## src/rtl/alu_op_sequencer.sv

```systemverilog
// Three-state sequencer that issues instructions to an external 4-bit ALU,
// owns a 4x4 register file and the carry flag, and writes ALU results back.
module alu_op_sequencer (
  input  logic        clk,
  input  logic        reset,
  input  logic        instr_valid,
  input  logic [11:0] instr,
  output logic        instr_ready,
  output logic [3:0]  alu_a,
  output logic [3:0]  alu_b,
  output logic [3:0]  alu_op,
  output logic [3:0]  alu_cin,
  input  logic [3:0]  alu_result,
  output logic        res_valid,
  output logic [3:0]  res_data,
  output logic [1:0]  res_rd,
  output logic        carry_flag,
  output logic        err_pulse,
  input  logic [1:0]  dbg_sel,
  output logic [3:0]  dbg_data
);

  typedef enum logic [1:0] {
    IDLE = 2'd0,
    EXEC = 2'd1,
    WB   = 2'd2
  } state_t;

  state_t     state;
  logic [3:0] rf [4];

  logic [3:0] op;
  logic [1:0] rd;
  logic [1:0] ra;
  logic [1:0] rb;
  logic [3:0] imm;
  logic       accept;
  logic       is_alu;
  logic       is_loadi;

  assign op       = instr[11:8];
  assign rd       = instr[7:6];
  assign ra       = instr[5:4];
  assign rb       = instr[3:2];
  assign imm      = instr[3:0];
  assign is_alu   = (op <= 4'hB);
  assign is_loadi = (op == 4'hF);

  assign instr_ready = (state == IDLE) && !reset;
  assign accept      = instr_valid && instr_ready;
  assign alu_cin     = {3'b000, carry_flag};
  assign dbg_data    = rf[dbg_sel];

  // Flag logic works on the latched operands, which are held through EXEC
  logic [4:0] sum_ab;
  logic [4:0] sum_abc;
  logic [4:0] b_plus_c;
  logic       carry_next;

  assign sum_ab   = {1'b0, alu_a} + {1'b0, alu_b};
  assign sum_abc  = sum_ab + {4'b0000, carry_flag};
  assign b_plus_c = {1'b0, alu_b} + {4'b0000, carry_flag};

  always_comb begin
    carry_next = carry_flag;
    case (alu_op)
      4'h0:    carry_next = sum_ab[4];
      4'h1:    carry_next = sum_abc[4];
      4'h2:    carry_next = (alu_a < alu_b);
      4'h3:    carry_next = ({1'b0, alu_a} < b_plus_c);
      default: carry_next = carry_flag;
    endcase
  end

  always_ff @(posedge clk) begin
    if (reset) begin
      state      <= IDLE;
      for (int i = 0; i < 4; i++) rf[i] <= 4'h0;
      carry_flag <= 1'b0;
      res_valid  <= 1'b0;
      err_pulse  <= 1'b0;
      res_data   <= 4'h0;
      res_rd     <= 2'd0;
      alu_a      <= 4'h0;
      alu_b      <= 4'h0;
      alu_op     <= 4'h0;
    end else begin
      err_pulse <= 1'b0;
      case (state)
        IDLE: begin
          if (accept) begin
            unique case (1'b1)
              is_alu: begin
                alu_a  <= rf[ra];
                alu_b  <= rf[rb];
                alu_op <= op;
                res_rd <= rd;
                state  <= EXEC;
              end
              is_loadi: begin
                rf[rd]    <= imm;
                res_data  <= imm;
                res_rd    <= rd;
                res_valid <= 1'b1;
                state     <= WB;
              end
              default: err_pulse <= 1'b1;
            endcase
          end
        end
        EXEC: begin
          res_data   <= alu_result;
          rf[res_rd] <= alu_result;
          carry_flag <= carry_next;
          res_valid  <= 1'b1;
          state      <= WB;
        end
        WB: begin
          res_valid <= 1'b0;
          state     <= IDLE;
        end
        default: state <= IDLE;
      endcase
    end
  end

endmodule

```

## config.mk

```make
export PLATFORM = sky130hd
export DESIGN_NAME = alu_op_sequencer
export DESIGN_NICKNAME = d
export VERILOG_FILES = /design/src/rtl/alu_op_sequencer.sv
export SDC_FILE = /design/constraint.sdc
export NUM_CORES = 1
export LEC_CHECK = 0
export CAP_MARGIN = 20
export CELL_PAD_IN_SITES_DETAIL_PLACEMENT = 0
export CELL_PAD_IN_SITES_GLOBAL_PLACEMENT = 1
export CORE_MARGIN = 3
export CORE_UTILIZATION = 41
export CTS_CLUSTER_SIZE = 25
export DETAILED_ROUTE_END_ITERATION = 12
export HOLD_SLACK_MARGIN = 0.06
export PLACE_DENSITY = 0.89
export SLEW_MARGIN = 20
export SYNTH_ARGS = -nofsm -noshare
export SYNTH_HDL_FRONTEND = slang
export SYNTH_SLANG_ARGS = --single-unit
```

## constraint.sdc

```tcl
create_clock -name clk -period 4.45 [get_ports clk]
set_input_delay 0.445 -clock clk [delete_from_list [all_inputs] [get_ports clk]]
set_output_delay 0.445 -clock clk [all_outputs]
set_load 0.05 [all_outputs]
```

---- After elaboration in Yosys (flattened, before gate mapping) ----
Memories as Yosys holds them, arrays and structs flattened. A register that Yosys moved wholly into a read port is not among the register bits.
Cells that the tools add are included.
operators by class
  add/subtract/negate cells ............... 3
  order comparisons ....................... 3
  equality and inequality tests ........... 9
  mux-type cells .......................... 27
  bitwise gates (word level) .............. 2
  reductions and logical operators ........ 18
operator list
  kind                count
  $mux 4              4
  $mux 1              15
  $reduce_and 3->1    4
  $eq 4x2->1 const B  2
  $pmux 2 s2          2
  $pmux 4 s2          1
  $reduce_or 4->1     2
  $mux 2              3
  $add 4x1->5         1
  $add 4x4->5         1
  $add 5x1->5         1
  $lt 4x5->1          1
  $eq 4x1->1 const B  1
  $eq 4x4->1 const B  1
  $le 4x4->1 const B  1
  $logic_not 4->1     1
  $lt 4x4->1          1
  $ne 2x2->1 const B  2
  $pmux 1 s4          1
  $reduce_and 2->1    2
  $reduce_bool 4->1   1
  $ne 3x3->1 const B  1
  $pmux 1 s3          1
  $reduce_bool 3->1   1
  other kinds (9)     11
storage, ports and cells
  register bits ........................... 15
  memory bits (writable) .................. 16
  bits of input ports ..................... 21
  output and inout port bits .............. 30
  logic and storage cells ................. 70
  memories kept ........................... 1
memory list
  memory  words  bits a word  rd ports  clocked after memory_dff  wr ports  RTL line  RTL
  rf      4      4            3         2                         4         30        logic [3:0] rf [4];

---- Logic depth before layout (Yosys ltp) ----
  depth in word-level cells ............... 10
  mapped depth ............................ 9
  gate-level depth less buffers ........... 9

---- Worst setup path before layout ----
No wires, ideal clock.
  kind .................................... input -> register
  from .................................... in reset
  to ...................................... reg alu_b[2] (read register of rf)
  setup time .............................. 0.070 ns
  arrival time ............................ 2.560 ns
  required time ........................... 4.380 ns
  path slack .............................. 1.820 ns
  stages on the path ...................... 7
  path buffers ............................ 2
  cell sequence ........................... clkbuf_1 nor3_1 nand3_1 inv_1 clkbuf_1 nand2_1 a21oi_1
between the ends
  word-level cells in the longest chain between the ends .. 4
RTL lines
  what                               RTL line  RTL
  from (decl)                        5         input logic reset,
  $logic_not 1->1                    49        assign instr_ready = (state == IDLE) && !reset;
  $logic_and 1x1->1                  49
  via instr_ready                    8         output logic instr_ready,
  $logic_and 1x1->1                  50        assign accept = instr_valid && instr_ready;
  $reduce_and 3->1 (no source line)  -
  to (decl)                          10        output logic [3:0] alu_b,
The timed path passes the listed nets, and every way through them passes these cells.
A chain may end at the register's enable or synchronous reset.

---- Final worst setup path ----
  from .................................... in dbg_sel[0]
  to ...................................... out dbg_data[3]
between the ends
  word-level cells in the longest chain between the ends .. 1
RTL lines
  what         RTL line  RTL
  from (decl)  19        input logic [1:0] dbg_sel,
  $mem_v2 4x4  -
  to (decl)    20        output logic [3:0] dbg_data
Every way passes these cells.

==> impl_metrics.yaml <==
clock_tree:
  root_buffer: "clkbuf_8"
  clock_path_buffers: 2
  cts_buffers: 5
  cts_resized: 0
  cts_tree: "yes"
  hold_buffers: 0
  htreeDepth: 2
  cts.sinks: 39
  cts_setup_buffers: 0
  clk_latency_ns: 0.30
  clkSlewWorstSetupHoldPaths_ns: 0.08
die:
  dieHeight_um: 80.5
  start_util_pct: 43.5
  die_w_um: 80.5
  core_area_mm2: 0.00524
  rows: 26
  pin_count: 51
  dieArea_mm2: 0.00648
detailed_routing:
  detail-route-antenna-nets: 0
  viasPerCell: 5.37
  vias: 1885
  drc: 0
  drtPass1Iterations: 4
  wl_per_cell_um: 14.3
  wl_um: 5010
  drt_iter0_markers: 121
pwr:
  power.density_mw_per_mm2: 294
  vdd_drop_max_mv: 0.174
  p_total_w: 0.000845
  power_leakage_nw: 1.06
finish:
  nets: 315
  drive_gt1_share_pct: 8.90
  layout_common_cells: "clkdlybuf4s50_1, nand2_1, nor2_1"
  fin_area_mm2: 0.00287
  n_antenna_cell: 0
  area_growth_syn_to_layout_pct: 26.2
  final_common_cell: "clkdlybuf4s50_1"
yosys:
  syn_area_mm2: 0.00228
  synth_ff_type: "dfxtp_1"
  synthTopCellsByArea: "edfxtp_1, dfxtp_1, mux4_2, ha_1, nand2_1"
  avgSynthCellArea_um2: 9.69
  yosysWarnings: 0
  syn-instance-count: 235
  ys_ff_latch: 39
  yosysTopAreaCellShare_pct: 21.1
  async_flop_share_pct: 0
  yosys.area.top_type: "edfxtp_1"
  synth_edf_count: 16
  synth.yosys.seq_area_share_pct: 41.3
  yosysUniqueCellTypes: 43
sta:
  tightest_slew_ns: 0.502
  period_needed_ns: 2.81
  relSlewSlack_pct: 66.4
  fin_worst_skew_ns: 0.00318
  rsz0062_at_grt: "no"
  drv_slew: 0
  fmax_mhz: 356
  finalHoldViolCount: 0
  fin_crit_sh_pct: 63.1
  fin_setup_tns_ns: 0
  finalSetupViolCount: 0
global_routing:
  overflow: 0
  grt_pass1_vias: 1824
  grt.met1_usage_pct: 19.8
  grt_pass1_wl_um: 8300
  track_usage_pct: 16.7
  grt_max_degree: 30
  met3_usage_pct: 4.04
  met2_usage_pct: 28.5
  busiest_layer: "met2"
  antenna_found_initial: 0
worst_setup_path:
  cp.arrival_ns: 2.36
  critPathKind: "in -> out"
  critPathMaxStageDelay_ns: 0.72
  critPathMaxFanout: 4
  critPathRequiredTime_ns: 4.01
  crit_family: "buffers and inverters"
  crit_path_frequent_cell: "clkdlybuf4s50_1"
  start_kind: "input pin"
  cp_num_buf_inv: 2
  cp-end-kind: "primary output"
  slowest_stage: "clkdlybuf4s50_1"
  cp_cell_sequence: "clkdlybuf4s50_1 -> mux4_2 -> clkdlybuf4s50_1"
place:
  port_buffers: 47
  gp_congestion: 0.909
  dpl.hpwl_um: 3990
  placed_cell_area_mm2: 0.00278
min_path:
  hold_class: "reg -> reg"
job:
  maxCapViolations: 0
run_status:
  status: "completed"
## registers in the layout (all words and copies together) (netlist names), 2 cells and up
register,cells
rf,16
alu_op,4
res_rd,2
alu_b,4
state,2
alu_a,4
res_data,4
## worst register-to-register path, delay by kind of cell, from the launching register on
| kind | cells | cell delay (ns) |
|---|---|---|
| AO/OA/AOI/OAI | 1 | 0.41 |
| flip-flops | 1 | 0.39 |
| AND/OR/NAND/NOR | 4 | 1.38 |
## routing by layer
layer | vias to the layer above | share of wire, %
met5 | - | 0
met4 | 0 | 2.0
li1 | 929 | -
met2 | 59 | 51
met3 | 9 | 5.3
met1 | 888 | 42
## logic make-up after synthesis
logic type | synth area share (%)
xor gates and xnor gates | 1.54
AOI/OAI and AO/OA | 13.4
and+or+nand+nor | 18.5
muxes | 11.9
adders and majority gates | 8.02
buffers and inverters | 5.16
DFF | 41.3
other | 0.165
## power by group
group / switching (W) / internal, W / leakage (nW)
Combinational: 0.000114 / 0.0000773 / 0.670
Clock: 0.000137 / 0.000112 / 0.0408
Sequential: 0.0000168 / 0.000389 / 0.353
Total: 0.000267 / 0.000578 / 1.06
## area by class of cell
class                      count  area [µm²]
fill                         501        2360
clock buffer                   5        68.8
sequential                    39         941
multi-input combinational    173        1230
inverter                      13        48.8
clock inverter                 3        23.8
tap                           70        87.6
timing repair buffer          48         478
## cell usage after synthesis (all sizes together) (2+ instances only)
| cell | n |
|---|---|
| nor3 | 6 |
| clkbuf | 6 |
| inv | 13 |
| nand2 | 38 |
| nor2 | 32 |
| xor2 | 2 |
| nand3 | 3 |
| buf | 6 |
| edfxtp | 16 |
| dfxtp | 23 |
| o21ai | 7 |
| a311oi | 4 |
| a21oi | 16 |
| and3 | 2 |
| mux4 | 12 |
| xnor2 | 2 |
| a31oi | 4 |
| a22oi | 4 |
| nor2b | 3 |
| ha | 13 |
| nand2b | 5 |
## path summary, 6_finish.rpt
kind,startpoint,to,slack (ns),cells after the start
min,res_data[1]$_SDFFE_PP0P_,res_data[1]$_SDFFE_PP0P_,0.50,2
min reg2reg,res_data[1]$_SDFFE_PP0P_,res_data[1]$_SDFFE_PP0P_,0.50,2
max,dbg_sel[0],dbg_data[3],1.64,3
max reg2reg,state[1]$_SDFFE_PP0P_,rf[2][1]$_SDFFCE_PN0P_,2.01,5
## stage by stage
step / hold slack, ns / worst slack [ns] / std cells / util [%]
after CTS: 0.510 / 1.63 / 351 / 54.9
final: 0.503 / 1.64 / 351 / 54.9
after global placement: 0.493 / 1.45 / 343 / 53.1
after global routing: 0.529 / 1.54 / 351 / 54.9
after floorplan: 0.531 / 1.82 / 237 / -
after detailed placement: 0.499 / 1.39 / 343 / 53.1
No activity file was read; power rests on OpenSTA's default activity.
